--- config.mk ---
export PLATFORM = sky130hd
export DESIGN_NAME = ieee2nfloat_stage_flat
export DESIGN_NICKNAME = d
export VERILOG_FILES = /design/src/rtl/ieee2nfloat_stage_if.sv /design/src/rtl/ieee2nfloat_stage.sv /design/src/flat_wrapper.sv
export SDC_FILE = /design/constraint.sdc
export NUM_CORES = 1
export LEC_CHECK = 0
export BUFFER_PORTS_ARGS = -buffer_cell sky130_fd_sc_hd__buf_2
export CORE_MARGIN = 4
export CORE_UTILIZATION = 40
export CTS_BUF_LIST = sky130_fd_sc_hd__clkbuf_4 sky130_fd_sc_hd__clkbuf_8
export DETAILED_ROUTE_END_ITERATION = 7
export PLACE_DENSITY = 0.69
export SYNTH_ARGS = -nofsm -noshare
export SYNTH_HDL_FRONTEND = slang
export SYNTH_SLANG_ARGS = --single-unit
--- constraint.sdc ---
create_clock -name clk -period 1.7 [get_ports clk]
set_input_delay 0.255 -clock clk [delete_from_list [all_inputs] [get_ports clk]]
set_output_delay 0.255 -clock clk [all_outputs]
set_load 0.02 [all_outputs]
--- src/rtl/ieee2nfloat_stage_if.sv ---
// Valid/ready bus for the IEEE-754 to FloPoCo-native converter.
// The master drives operands and output backpressure; the slave is the stage.
interface ieee2nfloat_stage_if #(
  parameter int DATA_TYPE = 32
);
  logic [DATA_TYPE-1:0] ins;
  logic                 ins_valid;
  logic                 ins_ready;
  logic [DATA_TYPE+1:0] outs;
  logic                 outs_valid;
  logic                 outs_ready;

  modport master (output ins, ins_valid, outs_ready,
                  input  ins_ready, outs, outs_valid);
  modport slave  (input  ins, ins_valid, outs_ready,
                  output ins_ready, outs, outs_valid);
endinterface

--- src/rtl/ieee2nfloat_stage.sv ---
// Elastic IEEE-754 single -> FloPoCo exception-tagged float stage with a 2-slot skid buffer.
// Optional subnormal flush counter enabled by defining IEEE2NFLOAT_FLUSH_CNT_EN.
module ieee2nfloat_stage #(
  parameter int DATA_TYPE = 32,
  parameter int EXP_W     = 8,
  parameter int FRAC_W    = 23
) (
  input  logic                 clk,
  input  logic                 rst,
`ifdef IEEE2NFLOAT_FLUSH_CNT_EN
  output logic [15:0]          flush_count,
`endif
  ieee2nfloat_stage_if.slave   bus
);

  typedef enum logic [1:0] {EMPTY, ONE, TWO} state_t;

  state_t               state, nxt;
  logic [DATA_TYPE+1:0] m_data, s_data, conv;
  logic                 ins_ready_q;
  logic                 accept, drain;
  logic                 ld_m_in, ld_m_s, ld_s;

  logic [EXP_W-1:0]     e;
  logic [FRAC_W-1:0]    f;
  logic                 sgn;

  assign sgn = bus.ins[DATA_TYPE-1];
  assign e   = bus.ins[FRAC_W +: EXP_W];
  assign f   = bus.ins[FRAC_W-1:0];

  // Subnormals flush to a signed zero; only inf/NaN are distinguished by fraction.
  always_comb begin
    conv = {2'b01, bus.ins};
    if (e == '0)
      conv = {2'b00, sgn, {(DATA_TYPE-1){1'b0}}};
    else if (&e)
      conv = {(f == '0) ? 2'b10 : 2'b11, bus.ins};
  end

  assign accept = bus.ins_valid & ins_ready_q;
  assign drain  = (state != EMPTY) & bus.outs_ready;

  always_comb begin
    nxt     = state;
    ld_m_in = 1'b0;
    ld_m_s  = 1'b0;
    ld_s    = 1'b0;
    unique case (state)
      EMPTY: if (accept) begin
        nxt     = ONE;
        ld_m_in = 1'b1;
      end
      ONE: begin
        if (accept && drain) begin
          ld_m_in = 1'b1;
        end else if (accept) begin
          nxt  = TWO;
          ld_s = 1'b1;
        end else if (drain) begin
          nxt = EMPTY;
        end
      end
      TWO: if (drain) begin
        nxt    = ONE;
        ld_m_s = 1'b1;
      end
      default: nxt = EMPTY;
    endcase
  end

  always_ff @(posedge clk or negedge rst) begin
    if (!rst) state <= EMPTY;
    else      state <= nxt;
  end

  // ins_ready is precomputed from next state so it never depends on outs_ready combinationally.
  always_ff @(posedge clk or negedge rst) begin
    if (!rst) begin
      m_data      <= '0;
      s_data      <= '0;
      ins_ready_q <= 1'b1;
    end else begin
      if (ld_m_in)     m_data <= conv;
      else if (ld_m_s) m_data <= s_data;
      if (ld_s)        s_data <= conv;
      ins_ready_q <= (nxt != TWO);
    end
  end

  assign bus.outs       = m_data;
  assign bus.outs_valid = (state != EMPTY);
  assign bus.ins_ready  = ins_ready_q;

`ifdef IEEE2NFLOAT_FLUSH_CNT_EN
  logic subn;
  assign subn = (e == '0) && (f != '0);

  always_ff @(posedge clk or negedge rst) begin
    if (!rst)
      flush_count <= '0;
    else if (accept && subn && (flush_count != 16'hFFFF))
      flush_count <= flush_count + 16'd1;
  end
`endif

endmodule

--- src/flat_wrapper.sv ---
// flat-port wrapper written by rule: the top's interface ports become plain ports
module ieee2nfloat_stage_flat 
#(
  parameter int DATA_TYPE = 32,
  parameter int EXP_W     = 8,
  parameter int FRAC_W    = 23
)
  (clk, rst, bus_ins, bus_ins_valid, bus_outs_ready, bus_ins_ready, bus_outs, bus_outs_valid);
  ieee2nfloat_stage_if #(.DATA_TYPE(DATA_TYPE)) bus_i ();
  input  logic clk;
  input  logic rst;
  input wire logic [$bits(bus_i.ins)-1:0] bus_ins;
  input wire logic [$bits(bus_i.ins_valid)-1:0] bus_ins_valid;
  input wire logic [$bits(bus_i.outs_ready)-1:0] bus_outs_ready;
  output wire logic [$bits(bus_i.ins_ready)-1:0] bus_ins_ready;
  output wire logic [$bits(bus_i.outs)-1:0] bus_outs;
  output wire logic [$bits(bus_i.outs_valid)-1:0] bus_outs_valid;
  assign bus_i.ins = bus_ins;
  assign bus_i.ins_valid = bus_ins_valid;
  assign bus_i.outs_ready = bus_outs_ready;
  assign bus_ins_ready = bus_i.ins_ready;
  assign bus_outs = bus_i.outs;
  assign bus_outs_valid = bus_i.outs_valid;
  ieee2nfloat_stage #(.DATA_TYPE(DATA_TYPE), .EXP_W(EXP_W), .FRAC_W(FRAC_W)) u_core (.clk(clk), .rst(rst), .bus(bus_i));
endmodule
==> flow_metrics.env <==
export IMPL_drtPass1Iterations=4
export IMPL_fin_cells=483
export IMPL_die_h_um=96.7
export IMPL_p_sw_mw=2.55
export IMPL_critPathRequiredTime_ns=1.92
export IMPL_gr_total_overflow=0
export IMPL_chipWidth_um=96.7
export IMPL_area_growth_pct=23.2
export IMPL_rows=32
export IMPL_critPathArrivalTime_ns=1.82
export IMPL_ir_worst_vdd_v=0.000810
export IMPL_combPwrFrac_pct=39.4
export IMPL_syn_nets=334
export IMPL_yosysTopAreaCell="dfrtp_1"
export IMPL_hold_start="bus_ins[31]"
export IMPL_io_buffers=71
export IMPL_dieArea_um2=9360
export IMPL_grt_max_degree=29
export IMPL_yosys_cell_types_count=32
export IMPL_crit_chain="nand3b_4 -> or2_2 -> buf_12 -> mux2_4"
export IMPL_clock_sinks=71
export IMPL_grt_pass1_wl_um=12800
export IMPL_cpMaxStageDelayCell="dfstp_2"
export IMPL_period_minus_slack_ns=1.60
export IMPL_slowest_delay_ns=0.58
export IMPL_cts_setup_buffers=0
export IMPL_clockBufferDepth=2
export IMPL_start_util_pct=41.0
export IMPL_p_sw_share_pct=37.2
export IMPL_finClkSkew_ns=0.00641
export IMPL_postSynthCellCount=298
export IMPL_finalPower_mw=6.84
export IMPL_routed_via_count=2496
export IMPL_yosys_warnings=0
export IMPL_r2r_end="u_core.s_data[23]"
export IMPL_report_final_slew_viol_count=0
export IMPL_drcViolationCount=0
export IMPL_clk_latency_ns=0.34
export IMPL_gr_usage_all_layers_pct=16.7
export IMPL_htree_num_levels=3
export IMPL_post_route_period_util_pct=94.1
export IMPL_pwr_share_clk_pct=17.9
export IMPL_finalHoldViolCount=0
export IMPL_rrSetupSlack_ns=0.10
export IMPL_clk_pin_slew_ns=0.07
export IMPL_crit_type="reg2reg"
export IMPL_status="finished, final reports clean"
export IMPL_grt_antenna_before_repair=0
export IMPL_place_congestion=0.815
export IMPL_p_per_area_nw_per_um2=1760
export IMPL_nets=412
export IMPL_wl_per_cell_um=15.1
export IMPL_r2r_start="u_core.bus.ins_ready"
export IMPL_rr_worst_depth=4
export IMPL_fin_setup_tns_ns=0
export IMPL_max_cap_violations=0
export IMPL_rsz0062_at_grt="no"
export IMPL_worstHoldPathType="in2reg"
export IMPL_numCtsBuffers=9
export IMPL_synth_area_top_cells="dfrtp_1 (56%), nand2_1 (6.1%), a211oi_1 (5.7%)"
export IMPL_hold_end="u_core.s_data[31]"
export IMPL_core_area_um2=7690
export IMPL_p_seq_share_pct=42.7
export IMPL_root_buffer="clkbuf_8"
export IMPL_ant_nets=0
export IMPL_worstSetupStartpointType="flop"
export IMPL_end_kind="flop"
export IMPL_fmax_ghz=0.625
export IMPL_drtIter0Drc=71
export IMPL_synth_top_area_share_pct=55.6
export IMPL_cellLeakagePower_nw=1.86
export IMPL_grt_pass1_vias=2617
export IMPL_viasPerCell=5.17
export IMPL_n_antenna_cell=0
export IMPL_synth_seq_cells=71
export IMPL_synthesis_area_um2=3150
export IMPL_io_pins=72
export IMPL_ys_seq_area_share_pct=56.5
export IMPL_hold_depth=2
export IMPL_drt_wl_total_um=7280
export IMPL_p_int_mw=4.30
export IMPL_dp_hpwl_um=5190
export IMPL_max_slew_margin_pct=67.0
export IMPL_worst_pin_slew_ns=0.495
export IMPL_syn_avg_cell_area_um2=10.6
export IMPL_drive_above_1_share_pct=31.5
export IMPL_setup_violations=0
export IMPL_cts_tree="built"
export IMPL_crit_path_max_fanout=10
export IMPL_dp_cells=466
[logic make-up after synthesis]
| group | synth area share (%) |
|---|---|
| AOI/OAI and AO/OA | 19.7 |
| and+or+nand+nor | 15.6 |
| DFF | 56.5 |
| buffers and inverters | 3.65 |
| muxes | 4.61 |
[cells in the final DEF (no fill, tap or decap)]
cell type,instances
a211oi_1,24
a21boi_0,1
a21o_1,9
a21oi_1,25
a21oi_4,1
a22o_1,9
a31oi_1,1
and2_0,8
and2_1,16
buf_12,3
buf_2,71
buf_4,11
buf_6,1
clkbuf_4,2
clkbuf_8,11
clkinv_2,2
clkinvlp_4,1
dfrtp_1,70
dfstp_2,1
dlygate4sd3_1,1
inv_1,1
inv_2,1
mux2_4,9
mux2i_1,1
nand2_1,51
nand2b_1,3
nand3b_1,1
nand3b_4,1
nand4_1,3
nor2_2,2
nor3_1,2
nor4_1,7
o21a_1,1
o21ai_0,13
o21ai_1,12
o22ai_1,2
or2_2,3
[repair_timing]
action,CTS,global route
endpoints found under the setup margin,0,1
hold buffers,1,0
gates resized for setup,0,1
hold endpoints to repair,16,0
[cells in the mapped netlist]
cell,instances
and2_1,16
a21o_1,9
a211oi_1,24
nor2_2,2
o21ai_0,13
o21ai_1,12
clkbuf_1,9
nand3b_4,1
nand2_1,51
or2_2,2
a21oi_1,25
or2_1,1
nand2b_1,3
nor4_1,7
nand3b_1,1
a31oi_1,1
a22o_1,9
nand4_1,3
buf_2,8
dfstp_2,1
inv_2,1
nor3_1,2
mux2i_1,1
dfrtp_1,70
o21a_1,1
a21boi_0,1
mux2_4,9
buf_6,3
a21oi_2,1
inv_1,1
o22ai_1,2
and2_0,8
[layer usage]
metal	up-vias	part of all wire [%]	global-route usage, %
met5	-	0	0
met4	0	1.6	5.62
met3	10	6.5	5.91
met2	62	46	26.1
met1	1211	45	21.5
li1	1213	-	-
[sequential cells by signal, summed over array words and instances, names as in the netlist]
register / flops
u_core.bus.outs: 34
u_core.s_data: 34
u_core.state: 2
u_core.bus.ins_ready: 1
[critical path, delay by kind of cell (launching register included)]
| kind | cells | cell delay (ns) |
|---|---|---|
| buf+inv | 1 | 0.17 |
| mux | 1 | 0.29 |
| flops | 1 | 0.58 |
| simple gates | 2 | 0.44 |
[how the worst max path moves through the flow]
stage                                   end  slack [ns]                  from
after CTS                 u_core.s_data[32]        0.08  u_core.bus.ins_ready
after global routing      u_core.s_data[32]        0.06  u_core.bus.ins_ready
after detailed placement  u_core.s_data[32]        0.11  u_core.bus.ins_ready
after global placement    u_core.s_data[32]        0.15  u_core.bus.ins_ready
final                     u_core.s_data[23]        0.10  u_core.bus.ins_ready
after floorplan           u_core.s_data[23]        0.11  u_core.bus.ins_ready
[stage by stage]
step                area, um2  hold WS [ns]  setup WS [ns]  utilization [%]
global route             3880         0.167         0.0554             50.5
global placement         3680         0.246          0.146             47.9
detailed placement       3680         0.253          0.105             47.9
finish                   3880         0.180          0.101             50.5
floorplan                3150       -0.0406          0.108                -
CTS                      3880         0.159         0.0838             50.4
[cell type report]
cell class	instances	area [um2]
clock buffer	13	166
tap	102	128
clock inverter	3	17.5
timing repair buffer	87	519
multi-input combinational	205	1260
fill	749	3810
inverter	2	7.51
sequential	71	1780
[power groups by stage]
stage	combinational [mW]	clock [mW]	sequential (mW)
floorplan	1.38	0	3.37
global placement	2.65	0	2.93
detailed placement	2.71	0	2.94
CTS	2.73	1.27	2.93
global route	3.00	1.34	3.04
finish	2.69	1.23	2.92
(Power assumes the default switching activity.)
